`src/rtl/ysyx_22050550_pkg.sv`:
```
// Shared definitions for the single-issue execution controller.
// State encodings, widths, reset defaults and the writeback latch.
package ysyx_22050550_pkg;

  localparam int XLEN = 64;
  localparam int ILEN = 32;
  localparam int RLEN = 5;
  localparam int WLEN = 8;

  localparam logic [XLEN-1:0] RESET_PC_DEF = 64'h8000_0000;
  localparam logic [WLEN-1:0] WDOG_MAX_DEF = 8'd255;

  typedef enum logic [2:0] {
    IDLE  = 3'd0,
    FETCH = 3'd1,
    EXEC  = 3'd2,
    WB    = 3'd3,
    HALT  = 3'd4,
    ERR   = 3'd5
  } state_e;

  typedef struct packed {
    logic            wen;
    logic [RLEN-1:0] rd;
    logic [XLEN-1:0] wdata;
    logic            jmp;
    logic [XLEN-1:0] target;
  } wb_t;

  function automatic logic misaligned(
    input logic [XLEN-1:0] a
  );
    return a[1:0] != 2'b00;
  endfunction

endpackage

```
`src/rtl/ysyx_22050550_wdog.sv`:
```
// Per-state cycle counter; expired flags the last allowed cycle
// so the controller can leave for ERR on that edge.
module ysyx_22050550_wdog
  import ysyx_22050550_pkg::*;
#(
  parameter logic [WLEN-1:0] MAX = WDOG_MAX_DEF
) (
  input  logic clk,
  input  logic rst,
  input  logic clear,
  input  logic enable,
  output logic expired
);

  logic [WLEN-1:0] cnt;

  always_ff @(posedge clk) begin
    if (rst) begin
      cnt <= '0;
    end else if (clear) begin
      cnt <= '0;
    end else if (enable) begin
      cnt <= cnt + 8'd1;
    end
  end

  assign expired = enable && (cnt == MAX - 8'd1);

endmodule

```
`src/rtl/ysyx_22050550_exctrl.sv`:
```
// Multi-cycle fetch/execute/writeback sequencer with watchdog,
// misaligned-jump trap and ebreak halt.
module ysyx_22050550_exctrl
  import ysyx_22050550_pkg::*;
#(
  parameter logic [XLEN-1:0] RESET_PC = RESET_PC_DEF,
  parameter logic [WLEN-1:0] WDOG_MAX = WDOG_MAX_DEF
) (
  input  logic            clk,
  input  logic            rst,
  output logic            ifu_req_valid,
  output logic [XLEN-1:0] ifu_req_addr,
  input  logic            ifu_rsp_valid,
  input  logic [ILEN-1:0] ifu_rsp_inst,
  output logic            exu_valid,
  output logic [XLEN-1:0] exu_pc,
  output logic [ILEN-1:0] exu_instr,
  input  logic            exu_done,
  input  logic            exu_wen,
  input  logic [RLEN-1:0] exu_rd,
  input  logic [XLEN-1:0] exu_wdata,
  input  logic            exu_ebreak,
  input  logic            exu_jmp,
  input  logic [XLEN-1:0] exu_jmp_target,
  output logic            rf_wen,
  output logic [RLEN-1:0] rf_waddr,
  output logic [XLEN-1:0] rf_wdata,
  output logic            halt,
  output logic            err,
  output logic [XLEN-1:0] instret
);

  state_e          state_q;
  state_e          state_d;
  logic [XLEN-1:0] pc_q;
  logic [ILEN-1:0] inst_q;
  wb_t             wb_q;
  logic [XLEN-1:0] instret_q;
  logic            wd_clear;
  logic            wd_en;
  logic            wd_exp;
  logic            in_fetch;
  logic            in_exec;
  logic            in_wb;

  assign in_fetch = (state_q == FETCH);
  assign in_exec  = (state_q == EXEC);
  assign in_wb    = (state_q == WB);
  assign wd_en    = in_fetch || in_exec;

  ysyx_22050550_wdog #(
    .MAX(WDOG_MAX)
  ) u_wdog (
    .clk    (clk),
    .rst    (rst),
    .clear  (wd_clear),
    .enable (wd_en),
    .expired(wd_exp)
  );

  always_comb begin
    state_d  = state_q;
    wd_clear = 1'b0;
    unique case (state_q)
      IDLE:  state_d = FETCH;
      FETCH: begin
        if (ifu_rsp_valid)  state_d = EXEC;
        else if (wd_exp)    state_d = ERR;
      end
      EXEC: begin
        if (exu_done) begin
          if (exu_ebreak)
            state_d = HALT;
          else if (exu_jmp && misaligned(exu_jmp_target))
            state_d = ERR;
          else
            state_d = WB;
        end else if (wd_exp) begin
          state_d = ERR;
        end
      end
      WB:    state_d = FETCH;
      HALT:  state_d = HALT;
      ERR:   state_d = ERR;
      default: state_d = IDLE;
    endcase
    // Counter restarts on every entry into a waiting state.
    wd_clear = (state_d != state_q) &&
               ((state_d == FETCH) || (state_d == EXEC));
  end

  always_ff @(posedge clk) begin
    if (rst) begin
      state_q   <= IDLE;
      pc_q      <= RESET_PC;
      inst_q    <= '0;
      wb_q      <= '0;
      instret_q <= '0;
    end else begin
      state_q <= state_d;
      if (in_fetch && ifu_rsp_valid) begin
        inst_q <= ifu_rsp_inst;
      end
      if (in_exec && exu_done) begin
        wb_q.wen    <= exu_wen;
        wb_q.rd     <= exu_rd;
        wb_q.wdata  <= exu_wdata;
        wb_q.jmp    <= exu_jmp;
        wb_q.target <= exu_jmp_target;
        // ebreak retires here since it never reaches WB.
        if (exu_ebreak) begin
          instret_q <= instret_q + 64'd1;
        end
      end
      if (in_wb) begin
        instret_q <= instret_q + 64'd1;
        pc_q      <= wb_q.jmp ? wb_q.target : pc_q + 64'd4;
      end
    end
  end

  assign ifu_req_valid = in_fetch;
  assign ifu_req_addr  = in_fetch ? pc_q : '0;
  assign exu_valid     = in_exec;
  assign exu_pc        = in_exec ? pc_q : '0;
  assign exu_instr     = in_exec ? inst_q : '0;
  assign rf_wen        = in_wb && wb_q.wen && (wb_q.rd != '0);
  assign rf_waddr      = in_wb ? wb_q.rd : '0;
  assign rf_wdata      = in_wb ? wb_q.wdata : '0;
  assign halt          = (state_q == HALT);
  assign err           = (state_q == ERR);
  assign instret       = instret_q;

endmodule

```
`config.mk`:
```
export PLATFORM = sky130hd
export DESIGN_NAME = ysyx_22050550_exctrl
export DESIGN_NICKNAME = d
export VERILOG_FILES = /design/src/rtl/ysyx_22050550_pkg.sv /design/src/rtl/ysyx_22050550_wdog.sv /design/src/rtl/ysyx_22050550_exctrl.sv
export SDC_FILE = /design/constraint.sdc
export NUM_CORES = 1
export LEC_CHECK = 0
export BUFFER_PORTS_ARGS = -buffer_cell sky130_fd_sc_hd__buf_2
export CELL_PAD_IN_SITES_DETAIL_PLACEMENT = 0
export CELL_PAD_IN_SITES_GLOBAL_PLACEMENT = 1
export CORE_AREA = 2 2 219 221
export CTS_CLUSTER_SIZE = 30
export DETAILED_ROUTE_END_ITERATION = 16
export DIE_AREA = 0 0 221 223
export GPL_TIMING_DRIVEN = 0
export HOLD_SLACK_MARGIN = 0.12
export PLACE_DENSITY = 0.79
export SLEW_MARGIN = 10
export SYNTH_ARGS = -nofsm -noshare
export SYNTH_HDL_FRONTEND = slang
export SYNTH_SLANG_ARGS = --single-unit
```
`constraint.sdc`:
```
create_clock -name clk -period 2.3 [get_ports clk]
set_input_delay 0.69 -clock clk [delete_from_list [all_inputs] [get_ports clk]]
set_output_delay 0.69 -clock clk [all_outputs]
set_load 0.03 [all_outputs]
```
## Yosys cells after proc, flatten, opt, wreduce, memory -nomap -nowiden

Index checks and enable logic that the tools add are counted.

| operators by class | value |
|---|---|
| order comparisons | 0 |
| multiplexer cells | 15 |
| shift-type cells | 0 |
| bitwise operators | 0 |
| multiply operators | 0 |
| $add $sub $neg | 3 |
| divide/modulo/power cells | 0 |
| equal/unequal tests | 9 |
| reductions and logical operators | 17 |

Operator list:

| cell | number |
|---|---|
| 64-bit 2-to-1 mux | 7 |
| 64-bit by 1-bit adder with 64-bit output, second input constant | 1 |
| 64-bit by 3-bit adder with 64-bit output, second input constant | 1 |
| 32-bit 2-to-1 mux | 1 |
| 3-bit 2-to-1 mux | 5 |
| 3-bit case mux with 5 select lines | 1 |
| 3-bit by 2-bit == test with 1-bit output, second input constant | 3 |
| 8-bit by 1-bit adder with 8-bit output, second input constant | 1 |
| 8-bit == test, second input constant | 1 |
| 1-bit logical AND | 7 |
| 3-bit by 1-bit == test with 1-bit output, second input constant | 2 |
| 3-bit == test, second input constant | 2 |
| 2-bit nonzero test | 3 |
| 5-bit 2-to-1 mux | 1 |
| 5-bit nonzero test | 1 |
| 2-bit OR reduction | 2 |
| 3-bit logical NOT | 1 |
| 3-bit != test | 1 |
| 1-bit logical OR | 2 |
| 2-bit AND reduction | 1 |

| storage, ports and cells | value |
|---|---|
| latch bits | 0 |
| bits in read-only memories | 0 |
| memories kept | 0 |
| bits in registers | 306 |
| memory bits (writable) | 0 |

## Depth between registers and ports, before layout

| depth | value |
|---|---|
| word-level depth | 10 |
| gate-level depth with buffers | 9 |
| mapped depth without buffers | 7 |

## Modules after synthesis

From an unflattened synthesis, not the netlist that was laid out.

| second synthesis, totals | value |
|---|---|
| cell total of the unflattened synthesis | 2015 |
| area, all modules | 15242.1 um^2 |

Modules (own cells, without submodules):

| module | cells each | instances | area an instance (um^2) |
|---|---|---|---|
| ysyx_22050550_exctrl | 1973 | 1 | 14864.3 |
| ysyx_22050550_wdog | 42 | 1 | 377.9 |

## Least setup slack after synthesis

OpenSTA, ideal clock, no wires.

| timing path | value |
|---|---|
| path kind | reg2out |
| start | register state_q[1] |
| end | output port exu_instr[22] |
| cell stages (with the launch flop) | 7 |
| path slack | -420 ps |
| arrival time | 2030 ps |
| required time | 1610 ps |
| cell sequence | dfxtp_1 or3b_1 clkbuf_1 inv_2 clkbuf_1 clkbuf_1 and2_1 |

| between the ends | value |
|---|---|
| longest elaborated chain between the ends | 2 |

Ends and longest elaborated chain:

| item | RTL line | RTL |
|---|---|---|
| from (decl) | ysyx_22050550_exctrl.sv:33 | `state_e state_q;` |
| from (signal assigned) | ysyx_22050550_exctrl.sv:100 | `state_q <= state_d;` |
| 3-bit by 2-bit == test with 1-bit output | ysyx_22050550_exctrl.sv:47 | `assign in_exec = (state_q == EXEC);` |
| net exu_valid | ysyx_22050550_exctrl.sv:15 | `output logic exu_valid,` |
| 32-bit 2-to-1 mux | ysyx_22050550_exctrl.sv:126 | `assign exu_instr = in_exec ? inst_q : '0;` |
| to (decl) | ysyx_22050550_exctrl.sv:17 | `output logic [ILEN-1:0] exu_instr,` |

The timed path passes the listed nets, and every way through them passes these cells.

## Worst setup path after layout

| timing path | value |
|---|---|
| start | register state_q[1] |
| end | output port exu_pc[14] |

| between the ends | value |
|---|---|
| longest elaborated chain between the ends | 2 |

Ends and longest elaborated chain:

| item | RTL line | RTL |
|---|---|---|
| 3-bit by 2-bit == test with 1-bit output | ysyx_22050550_exctrl.sv:47 |  |
| 64-bit 2-to-1 mux | ysyx_22050550_exctrl.sv:125 | `assign exu_pc = in_exec ? pc_q : '0;` |
| to (decl) | ysyx_22050550_exctrl.sv:16 | `output logic [XLEN-1:0] exu_pc,` |

No other way between the ends.

==> parameters.txt <==
Parameter                              Value

Outcome
  Status    complete, but fails checks
  Violations in the final reports    setup timing

Global routing
  Number of global-route vias before repair    16753
  Largest net degree at the start of global routing    13
  Remaining global-route overflow    0
  Global-route total usage across every layer    0.262
  Global-route wire length before repair    101 mm
  Antenna violations before repair    3

Route
  Avg WL per Cell    21.5 microns
  Amount of wire on met3 after detailed routing    5.75 mm
  DR WL met2    32.9 mm
  Met1 WL    28.8 mm
  Antenna Violating Nets Remaining    0
  Overall routed net length    69.9 mm
  Drt initial violations    1218
  First-pass iteration count of the detailed router    5
  Total via count after detailed routing    17521
  Post-route DRC violation count    0
  Number of vias per cell after detailed routing    5.39
  Uppermost layer routed    met4

Synthesis
  FFs w/ async S/R, synth    0
  Adder and majority cell fraction of the synthesized area    0.00325
  Post-synthesis area per instance    7.61 sq um
  Largest family of logic cells by synthesized area    simple AND/OR/NAND/NOR gates
  Most area-hungry cell type in the Yosys netlist    sky130_fd_sc_hd__dfxtp_1
  Share of the synthesized area in compound gates (AO/OA/AOI/OAI)    0.163
  Synth top area share    0.398
  Post-synthesis xor/xnor area fraction    0.0199
  Count of flip-flops with a built-in enable after synthesis    0
  Distinct cell type count of the synthesized netlist    76
  Share of synthesized cell area in and, or, nand and nor gates    0.353
  Warnings from Yosys    0
  Syn nets    2198
  Gate Count Post-Synth    2022
  Count of state elements after synthesis    306
  Most area-consuming cells after synthesis    sky130_fd_sc_hd__dfxtp_1 (40%), sky130_fd_sc_hd__nand2_1 (10%), sky130_fd_sc_hd__and2_1 (9.3%), sky130_fd_sc_hd__a21oi_1 (7.3%), sky130_fd_sc_hd__clkbuf_1 (3.0%)
  Cell area after synthesis    15400 sq um
  Fraction of the yosys area taken by sequential cells    0.398
  Multiplexer fraction of the synthesized cell area    0.0155
  Most common flop cell mapped by yosys    sky130_fd_sc_hd__dfxtp_1

Timing
  Setup ws final    -0.465 ns
  Worst clock skew on the final layout    0.0266 ns
  Worst max-slew margin expressed relative to the limit    0.449
  Worst Max-Slew Pin Slew    0.827 ns
  Achievable frequency    362 MHz
  Post-route fraction of the period consumed by the critical path    1.20
  Final Slew Violations    0
  Number of endpoints failing setup at the final stage    226
  Final critical-path required period    2.77 ns
  Number of failing hold endpoints at the final stage    0
  Setup repair after global routing missed its margin    true

Worst setup path
  Crit path max fanout    9
  Critical Path Max Stage Delay    0.41 ns
  Kind of end point of the critical path    output pin
  Critical path type    reg2out
  Slowest cell on the critical path    sky130_fd_sc_hd__or3b_4
  Most repeated library cell on the critical path    sky130_fd_sc_hd__clkbuf_16
  Required arrival time at the worst endpoint    1.61 ns
  Data arrival time at the worst-slack endpoint    2.08 ns
  Startpoint kind of the worst setup timing path    register
  Crit path cell chain    or3b_4 > clkinv_4 > clkbuf_16 > clkbuf_16 > and2_4 > buf_6

Die
  Rows    80
  Y dimension of the die    223 microns
  X dimension of the die    221 microns
  Core Region    47100 sq um
  Floorplan die area    49300 sq um
  Starting Density    0.326
  Ports placed on the boundary    470

Clocking
  Number of hold buffers added after cts    0
  Deepest clock path buffer count    3
  Clock sink total    306
  Insertion delay of the later-clocked pin in the worst-skew pair    0.56 ns
  H-tree depth    2
  Clock root buffer    sky130_fd_sc_hd__clkbuf_16
  Number of CTS-inserted buffers    38
  Clock tree from TritonCTS    built
  Clock edge transition at the registers on the reported setup and hold paths    0.06 ns

Layout
  Area of the multi-input gates    9210 sq um
  Fill cells    4583
  Final cell count without fillers    3248
  Layout cell share with drive strength beyond 1    0.369
  Synth-to-layout area growth    51.1%
  Fraction of the core area covered by cells at the end of the flow    0.493
  Total area of sequential cells    6150 sq um
  Net total in the final layout    2780

Placed design
  Placer Congestion    0.932
  Number of buffer cells added on primary ports    469
  Number of placed cells counting well taps    3106
  Dpl hpwl    49.0 mm

Power and ir drop
  Leakage power total    0.00942 uW
  Worst IR drop on VDD    0.480 mV
  Power per Cell Area    587 nW/um^2
  Total power draw    13600 uW

Hold path
  Worst min path class    in2reg

Run
  Max capacitance violation total    0
==> where the power goes <==
part / switching, uW / total (uW) / internal [uW]
Clock: 2430 / 6100 / 3670
Sequential: 253 / 5740 / 5490
Combinational: 1030 / 1800 / 777
==> layout by cell type (no fill, tap or decap), drive strengths merged, types with 4 or more instances in the layout <==
cell     instances
o22ai            9
or4             26
or2              8
mux2i           17
ha               4
a211oi           8
nand4b           5
nand2b           6
nand3           74
nor2b           11
nor2            96
a2111oi          6
and4            20
buf            582
nor3            35
o41ai            9
clkbuf         176
inv             15
o31ai           15
o311ai          10
a221oi           4
xor2            24
nand2          422
o211ai          15
a21o             4
and3            32
xnor2           11
dfxtp          306
o21ai           33
or3             22
nand4           46
o311a            4
a22oi           29
nor4            23
and2           228
a31oi           12
a21oi          226
clkinv           9
mux2             6
==> synth_stat cells (all sizes together) (26+ instances only) <==
master / n
nor3: 35
clkbuf: 127
and3: 32
and2: 228
or4: 26
a22oi: 29
nand4: 46
nand3: 74
nor2: 96
o21ai: 33
dfxtp: 306
nand2: 422
buf: 36
a21oi: 226
==> state kept, by name, summed over array words and instances (netlist names) <==
signal      count
u_wdog.cnt      8
pc_q           64
state_q         3
instret        64
wb_q          135
inst_q         32
==> critical path: cells and delay by family, from the launching register on <==
kind	cells	cell delay, ns
buf+inv	4	0.60
flops	1	0.37
simple gates	2	0.55
==> stage by stage <==
| stage | worst slack (ns) | area [sq um] | TNS (ns) | hold slack (ns) |
|---|---|---|---|---|
| 2_1_floorplan | -0.0385 | 15500 | -0.0770 | 0.432 |
| 3_3_place_gp | -1.60 | 18600 | -522.48 | 0.438 |
| 3_5_place_dp | -1.62 | 18600 | -535.94 | 0.443 |
| 4_1_cts | -0.464 | 21600 | -110.85 | 0.344 |
| 5_1_grt | -0.508 | 23200 | -93.62 | 0.365 |
| 6_report | -0.465 | 23200 | -82.09 | 0.365 |
==> layer usage <==
metal / vias to the layer above / GRT usage
met5: - / 0
met4: 0 / 0.111
met3: 130 / 0.0520
met2: 787 / 0.428
met1: 8372 / 0.336
li1: 8232 / -
==> cell families after synthesis <==
family | count (synthesis)
flip-flops | 306
multiplexers | 23
adder cells (fa/ha/maj) | 4
AND/OR/NAND/NOR | 1063
buffers and inverters | 179
AO/OA/AOI/OAI | 412
XOR/XNOR | 35
==> worst paths after layout <==
check | start | endpoint | slack [ns] | cells past startpoint
max | state_q[1] | exu_pc[14] | -0.47 | 6
min | ifu_rsp_inst[18] | inst_q[18] | 0.37 | 3
min reg2reg | wb_q[88] | wb_q[88] | 0.45 | 2
max reg2reg | state_q[2] | pc_q[53] | 0.04 | 8
==> area by class of cell <==
cell class / count / share of cell area
clock buffer: 54 / 0.0492
multi-input combinational: 1537 / 0.396
buffer: 153 / 0.0468
antenna: 3 / 0.000323
clock inverter: 12 / 0.00511
tap: 615 / 0.0331
sequential: 306 / 0.265
timing repair buffer: 552 / 0.202
inverter: 16 / 0.00280
==> timing repair <==
| item | in CTS | in global routing |
|---|---|---|
| pin swaps | 5 | 56 |
| setup endpoints to repair | 533 | 431 |
| resized for setup | 427 | 539 |
| cloned | 8 | 12 |
| setup buffers | 19 | 44 |
Note: power is estimated with default switching activity, not from simulation.
